### config.mk
export PLATFORM = sky130hd
export DESIGN_NAME = frame_output_flat
export DESIGN_NICKNAME = d
export VERILOG_FILES = /design/src/rtl/frame_output_if.sv /design/src/rtl/frame_output.sv /design/src/flat_wrapper.sv
export SDC_FILE = /design/constraint.sdc
export NUM_CORES = 1
export LEC_CHECK = 0
export ABC_AREA = 0
export CAP_MARGIN = 20
export CORE_AREA = 3 3 88 90
export CTS_BUF_LIST = sky130_fd_sc_hd__clkbuf_8
export CTS_CLUSTER_DIAMETER = 100
export DETAILED_ROUTE_END_ITERATION = 6
export DIE_AREA = 0 0 91 93
export GPL_ROUTABILITY_DRIVEN = 0
export GPL_TIMING_DRIVEN = 0
export HOLD_SLACK_MARGIN = 0.05
export PLACE_DENSITY_LB_ADDON = 0.08
export SYNTH_ARGS = -nofsm -noshare
export SYNTH_HDL_FRONTEND = slang
export SYNTH_SLANG_ARGS = --single-unit
export TNS_END_PERCENT = 5
### constraint.sdc
create_clock -name clk -period 2.2 [get_ports clk]
set_input_delay 0.22 -clock clk [delete_from_list [all_inputs] [get_ports clk]]
set_output_delay 0.22 -clock clk [all_outputs]
set_load 0.02 [all_outputs]
### src/rtl/frame_output_if.sv
// SRAM mux port and downstream byte-sink handshake for frame_output.
// frame_output drives the master modport; the SRAM mux and byte sink sit on the slave side.
interface frame_output_if;
  localparam int unsigned ADDR_W = 16;
  localparam int unsigned DATA_W = 16;
  localparam int unsigned BYTE_W = 8;

  logic              sram_start;
  logic              sram_rw;
  logic [ADDR_W-1:0] sram_addr;
  logic [DATA_W-1:0] sram_rdata;
  logic              sram_ready;
  logic [BYTE_W-1:0] out_data;
  logic              out_valid;
  logic              out_ready;

  modport master (
    output sram_start, sram_rw, sram_addr, out_data, out_valid,
    input  sram_rdata, sram_ready, out_ready
  );

  modport slave (
    input  sram_start, sram_rw, sram_addr, out_data, out_valid,
    output sram_rdata, sram_ready, out_ready
  );
endinterface

### src/rtl/frame_output.sv
// Reads a captured frame from SRAM (START_ADDR..stop_addr) and streams it high byte first.
// Optional FRAME_OUTPUT_EOI_STOP_EN: also end the readout after an accepted FF D9 byte pair.
module frame_output #(
  parameter logic [15:0] START_ADDR = 16'h0000,
  parameter int unsigned TIMEOUT    = 255
) (
  input  logic          clk,
  input  logic          reset,
  input  logic          frame_end,
  input  logic [15:0]   stop_addr,
  frame_output_if.master bus,
  output logic          busy,
  output logic          frame_done,
  output logic          error
);
  localparam int unsigned ADDR_W = 16;
  localparam int unsigned BYTE_W = 8;
  localparam int unsigned CNT_W  = 8;
  localparam logic [CNT_W-1:0] TMO_MAX = CNT_W'(TIMEOUT);

  typedef enum logic [2:0] {
    IDLE    = 3'd0,
    REQ     = 3'd1,
    WAIT_LO = 3'd2,
    WAIT_HI = 3'd3,
    SEND_HI = 3'd4,
    SEND_LO = 3'd5,
    DONE    = 3'd6
  } state_t;

  state_t              state_q, state_d;
  logic [ADDR_W-1:0]   addr_q, addr_d;
  logic [ADDR_W-1:0]   last_q, last_d;
  logic [BYTE_W-1:0]   lo_q, lo_d;
  logic [CNT_W-1:0]    cnt_q, cnt_d;
  logic                fe_q, fe_q2;
  logic                start_q, start_d;
  logic [BYTE_W-1:0]   odata_q, odata_d;
  logic                ovalid_q, ovalid_d;
  logic                busy_q, busy_d;
  logic                done_q, done_d;
  logic                err_q, err_d;
  logic                fe_rise;
  logic                wait_tmo;
  logic                eoi_hit;

  assign fe_rise  = fe_q && !fe_q2;
  assign wait_tmo = (cnt_q == TMO_MAX);

`ifdef FRAME_OUTPUT_EOI_STOP_EN
  logic prev_ff_q, prev_ff_d;
  // The byte on the bus is D9 and the previously accepted byte was FF.
  assign eoi_hit = prev_ff_q && (odata_q == 8'hD9);
`else
  assign eoi_hit = 1'b0;
`endif

  // State register.
  always_ff @(posedge clk) begin
    if (!reset) begin
      state_q <= IDLE;
    end else begin
      state_q <= state_d;
    end
  end

  // Datapath and registered outputs. Edge-detect flops reset high so a
  // frame_end level already present at reset release is not a start.
  always_ff @(posedge clk) begin
    if (!reset) begin
      addr_q   <= START_ADDR;
      last_q   <= START_ADDR;
      lo_q     <= '0;
      cnt_q    <= '0;
      fe_q     <= 1'b1;
      fe_q2    <= 1'b1;
      start_q  <= 1'b0;
      odata_q  <= '0;
      ovalid_q <= 1'b0;
      busy_q   <= 1'b0;
      done_q   <= 1'b0;
      err_q    <= 1'b0;
    end else begin
      addr_q   <= addr_d;
      last_q   <= last_d;
      lo_q     <= lo_d;
      cnt_q    <= cnt_d;
      fe_q     <= frame_end;
      fe_q2    <= fe_q;
      start_q  <= start_d;
      odata_q  <= odata_d;
      ovalid_q <= ovalid_d;
      busy_q   <= busy_d;
      done_q   <= done_d;
      err_q    <= err_d;
    end
  end

`ifdef FRAME_OUTPUT_EOI_STOP_EN
  always_ff @(posedge clk) begin
    if (!reset) begin
      prev_ff_q <= 1'b0;
    end else begin
      prev_ff_q <= prev_ff_d;
    end
  end
`endif

  // Next state and next values of every registered output.
  always_comb begin
    state_d  = state_q;
    addr_d   = addr_q;
    last_d   = last_q;
    lo_d     = lo_q;
    cnt_d    = cnt_q;
    start_d  = 1'b0;
    odata_d  = odata_q;
    ovalid_d = 1'b0;
    done_d   = 1'b0;
    err_d    = err_q;
`ifdef FRAME_OUTPUT_EOI_STOP_EN
    prev_ff_d = prev_ff_q;
`endif

    unique case (state_q)
      IDLE: begin
        if (fe_rise) begin
          last_d  = stop_addr;
          addr_d  = START_ADDR;
          err_d   = 1'b0;
          cnt_d   = '0;
          state_d = REQ;
`ifdef FRAME_OUTPUT_EOI_STOP_EN
          prev_ff_d = 1'b0;
`endif
        end
      end

      REQ: begin
        cnt_d = cnt_q + CNT_W'(1);
        if (bus.sram_ready) begin
          start_d = 1'b1;
          cnt_d   = '0;
          state_d = WAIT_LO;
        end else if (wait_tmo) begin
          err_d   = 1'b1;
          done_d  = 1'b1;
          state_d = IDLE;
        end
      end

      WAIT_LO: begin
        cnt_d = cnt_q + CNT_W'(1);
        if (!bus.sram_ready) begin
          cnt_d   = '0;
          state_d = WAIT_HI;
        end else if (wait_tmo) begin
          err_d   = 1'b1;
          done_d  = 1'b1;
          state_d = IDLE;
        end
      end

      // High byte goes straight to the output register; only the low byte is kept.
      WAIT_HI: begin
        cnt_d = cnt_q + CNT_W'(1);
        if (bus.sram_ready) begin
          lo_d     = bus.sram_rdata[7:0];
          odata_d  = bus.sram_rdata[15:8];
          ovalid_d = 1'b1;
          cnt_d    = '0;
          state_d  = SEND_HI;
        end else if (wait_tmo) begin
          err_d   = 1'b1;
          done_d  = 1'b1;
          state_d = IDLE;
        end
      end

      SEND_HI: begin
        ovalid_d = 1'b1;
        if (bus.out_ready) begin
`ifdef FRAME_OUTPUT_EOI_STOP_EN
          prev_ff_d = (odata_q == 8'hFF);
`endif
          if (eoi_hit) begin
            ovalid_d = 1'b0;
            done_d   = 1'b1;
            state_d  = DONE;
          end else begin
            odata_d = lo_q;
            state_d = SEND_LO;
          end
        end
      end

      SEND_LO: begin
        ovalid_d = 1'b1;
        if (bus.out_ready) begin
          ovalid_d = 1'b0;
`ifdef FRAME_OUTPUT_EOI_STOP_EN
          prev_ff_d = (odata_q == 8'hFF);
`endif
          if (eoi_hit || (addr_q == last_q)) begin
            done_d  = 1'b1;
            state_d = DONE;
          end else begin
            addr_d  = addr_q + ADDR_W'(1);
            cnt_d   = '0;
            state_d = REQ;
          end
        end
      end

      DONE: begin
        state_d = IDLE;
      end

      default: begin
        state_d = IDLE;
      end
    endcase

    busy_d = (state_d != IDLE);
  end

  assign bus.sram_start = start_q;
  assign bus.sram_rw    = 1'b0;
  assign bus.sram_addr  = addr_q;
  assign bus.out_data   = odata_q;
  assign bus.out_valid  = ovalid_q;
  assign busy           = busy_q;
  assign frame_done     = done_q;
  assign error          = err_q;

endmodule

### src/flat_wrapper.sv
// flat-port wrapper written by rule: the top's interface ports become plain ports
module frame_output_flat 
#(
  parameter logic [15:0] START_ADDR = 16'h0000,
  parameter int unsigned TIMEOUT    = 255
)
  (clk, reset, frame_end, stop_addr, busy, frame_done, error, bus_sram_start, bus_sram_rw, bus_sram_addr, bus_out_data, bus_out_valid, bus_sram_rdata, bus_sram_ready, bus_out_ready);
  frame_output_if bus_i ();
  input  logic clk;
  input  logic reset;
  input  logic frame_end;
  input  logic [15:0] stop_addr;
  output logic busy;
  output logic frame_done;
  output logic error;
  output wire logic [$bits(bus_i.sram_start)-1:0] bus_sram_start;
  output wire logic [$bits(bus_i.sram_rw)-1:0] bus_sram_rw;
  output wire logic [$bits(bus_i.sram_addr)-1:0] bus_sram_addr;
  output wire logic [$bits(bus_i.out_data)-1:0] bus_out_data;
  output wire logic [$bits(bus_i.out_valid)-1:0] bus_out_valid;
  input wire logic [$bits(bus_i.sram_rdata)-1:0] bus_sram_rdata;
  input wire logic [$bits(bus_i.sram_ready)-1:0] bus_sram_ready;
  input wire logic [$bits(bus_i.out_ready)-1:0] bus_out_ready;
  assign bus_sram_start = bus_i.sram_start;
  assign bus_sram_rw = bus_i.sram_rw;
  assign bus_sram_addr = bus_i.sram_addr;
  assign bus_out_data = bus_i.out_data;
  assign bus_out_valid = bus_i.out_valid;
  assign bus_i.sram_rdata = bus_sram_rdata;
  assign bus_i.sram_ready = bus_sram_ready;
  assign bus_i.out_ready = bus_out_ready;
  frame_output #(.START_ADDR(START_ADDR), .TIMEOUT(TIMEOUT)) u_core (.clk(clk), .reset(reset), .frame_end(frame_end), .stop_addr(stop_addr), .bus(bus_i), .busy(busy), .frame_done(frame_done), .error(error));
endmodule
==> flow_summary.yaml <==
placement:
  dp_slack_ns: -0.131
  placement.io_buffers: 65
  hpwl_mm: 5.64
grt:
  grt_usage_pct: 18.5
  grt_pass1_vias: 2828
  grt_pass1_wl_mm: 12.8
  gr-total-overflow: 0
  grt_max_degree: 12
  grt_antenna_before_repair: 0
timing:
  drv_slew: 0
  tightest_slew_ns: 0.572
  period_minus_slack_ns: 2.09
  hold_viol: 0
  maxSlewHeadroom_pct: 61.6
  finalCritPeriodShare_pct: 94.8
  max_freq_mhz: 479
  worst_slack_ns: 0.114
  final-setup-viol-count: 0
  fin_worst_skew_ns: 0.00423
power:
  p_int_mw: 2.04
  power.density_nw_per_um2: 634
  p_comb_share_pct: 8.5
  vdd_ir_drop_max_mv: 0.407
  p_sw_share_pct: 22.4
  pwr-share-seq_pct: 46.3
  power.switching_uw: 589
  leakagePower_nw: 1.50
  power.total_mw: 2.63
  power.share.clock_pct: 45.2
drt:
  vias: 2951
  drtIter0Drc: 102
  dr_wl_met3_um: 309
  topRoutingLayerUsed: "met4"
  post-route-drc-count: 0
  dr.pass1.iters: 4
  dr_wl_met2_mm: 3.65
  wirelength_mm: 7.65
  drtAntennaViolNets: 0
  viasPerCell: 5.16
  post_drt_wl_per_cell_um: 13.4
  wl_met1_mm: 3.60
synthesis:
  syn_avg_cell_area_um2: 7.94
  synth_edf_count: 0
  async_reset_ff_share_pct: 0
  ys_seq_area_share_pct: 42.4
  synth-seq-cells: 66
  synth_most_common_cell: "nand2_1"
  netlist_area_um2: 3110
  synth_flop_cell: "dfxtp_1"
  yosys_warnings: 0
  synth_cell_types: 49
  synthTopCellsByCount: "77 x nand2_1, 70 x a21oi_1, 66 x dfxtp_1, 25 x o21ai_0, 24 x nor2_1"
  syn_nets: 431
  synthCells: 392
  synth_area_leaders: "dfxtp_1 42%, a21oi_1 11%, nand2_1 9.3%, xor2_1 4.5%, o21ai_0 4.0%"
  synth_top_cell_area_share_pct: 42.4
  yosysTopAreaCell: "dfxtp_1"
worst_hold_path:
  hold_class: "input pin to flip-flop"
critical_path:
  start_kind: "flip-flop"
  cp.arrival_ns: 2.29
  path_cells: "xor2_1, nor4_2, nand4_4, or3_1, o311ai_0, o211ai_1"
  cp-end-kind: "flip-flop"
  max_stage_delay_ns: 0.44
  path_buf_inv: 0
  path_class: "flip-flop to flip-flop"
  critPathRequiredTime_ns: 2.41
  worstPathMaxFanout: 8
  slowest_stage: "or3_1"
  cp_top_family: "simple AND/OR/NAND/NOR gates"
layout:
  register_area_um2: 1330
  area_growth_pct: 33.4
  drive_above_1_share_pct: 9.94
  num_antenna_cells: 0
  multi_input_area_um2: 1680
  final_nets: 507
  nFillCells: 683
floorplan:
  ioPinCount: 67
  chipHeight_um: 93
  die_area_um2: 8460
  core_area_um2: 7140
  fp.dieW_um: 91
  rows: 31
  start_util_pct: 43.6
clock_tree:
  clkTransAtPathRegs_ns: 0.07
  clock_latency_ns: 0.34
  clkSinkCount: 66
  post-cts-setup-buffers: 0
  cts_buffers: 9
  cts_max_path_buffers: 2
  cts_tree: "built"
  htree_levels: 3
  clock-root-buffer: "clkbuf_8"
run_status:
  status: "complete, no violations"
run:
  cap_violations: 0
-- state kept, by name, summed over array words and instances (netlist names), 3 cells and up --
signal and flops:
u_core.last_q 16, u_core.bus.sram_addr 16, u_core.state_q 3, u_core.cnt_q 8
u_core.bus.out_data 8, u_core.lo_q 8
-- layout by cell type (no fill, tap or decap), types with 9 or more instances in the layout --
cell | netlist | final
o21ai_0 | 25 | 25
dfxtp_1 | 66 | 63
or3_1 | 17 | 17
nand2_1 | 77 | 77
clkbuf_1 | 11 | 10
nor2_1 | 24 | 24
clkbuf_8 | 0 | 12
a21oi_1 | 70 | 69
clkdlybuf4s50_1 | 0 | 65
inv_1 | 9 | 9
xor2_1 | 16 | 16
-- power groups by stage --
stage / Combinational, mW / Sequential [mW] / Clock (mW)
detailed placement: 0.220 / 1.25 / 0
global placement: 0.219 / 1.25 / 0
finish: 0.224 / 1.22 / 1.19
CTS: 0.222 / 1.22 / 1.22
global route: 0.244 / 1.22 / 1.27
floorplan: 0.114 / 1.25 / 0
-- cells by family (layout without fill, tap and decap cells) --
family | after synthesis | count (layout) | share of synthesized area [%]
other | 1 | 1 | 0.120
adder cells (fa/ha/maj) | 2 | 2 | 0.804
XOR/XNOR | 17 | 17 | 4.78
AO/OA/AOI/OAI | 115 | 115 | 21.0
buffers and inverters | 31 | 112 | 4.42
AND/OR/NAND/NOR | 157 | 157 | 25.4
flip-flops | 66 | 66 | 42.4
multiplexers | 3 | 3 | 1.00
-- per-layer routing --
metal	up-vias	global-route usage [%]
met5	-	0
met4	0	6.78
met3	12	4.26
met2	68	31.0
met1	1357	23.3
li1	1514	-
-- final cells by class --
class                           instances  area share, %
Clock inverter                          4           1.75
Inverter                               10          0.904
Sequential cell                        66           31.9
Buffer                                 21           2.44
Timing Repair Buffer                   65           15.7
Clock buffer                           12           3.98
Multi-Input combinational cell        295           40.4
Tap cell                               99           2.98
-- final timing paths --
check,from,to,slack (ns),cells past startpoint
setup / recovery,u_core.bus.sram_addr[12],u_core.busy,0.11,6
hold / removal,stop_addr[3],u_core.last_q[3],0.42,3
setup reg to reg,u_core.bus.sram_addr[12],u_core.busy,0.11,6
hold reg to reg,u_core.fe_q,u_core.fe_q2,0.46,1
-- what timing repair did --
item,in CTS,in global routing
pin swaps,0,4
hold buffers,0,0
resized for setup,1,8
cloned,0,0
setup endpoints to repair,1,30
-- through the flow --
step / cell area, um2 / TNS [ns] / hold WS (ns) / instances / util (%)
after CTS: 4130 / 0 / 0.414 / 572 / 57.9
after global routing: 4150 / -0.00862 / 0.421 / 572 / 58.2
after detailed placement: 3890 / -0.978 / 0.434 / 556 / 54.5
after global placement: 3890 / -1.16 / 0.431 / 556 / 54.5
final: 4150 / 0 / 0.420 / 572 / 58.2
after floorplan: 3110 / 0 / 0.293 / 392 / -
-- worst min-delay path: stages --
cell and delay [ns]:
clkdlybuf4s50_1 0.39, nand2_1 0.05, a21oi_1 0.05
Power figures use the tool's default switching activity.
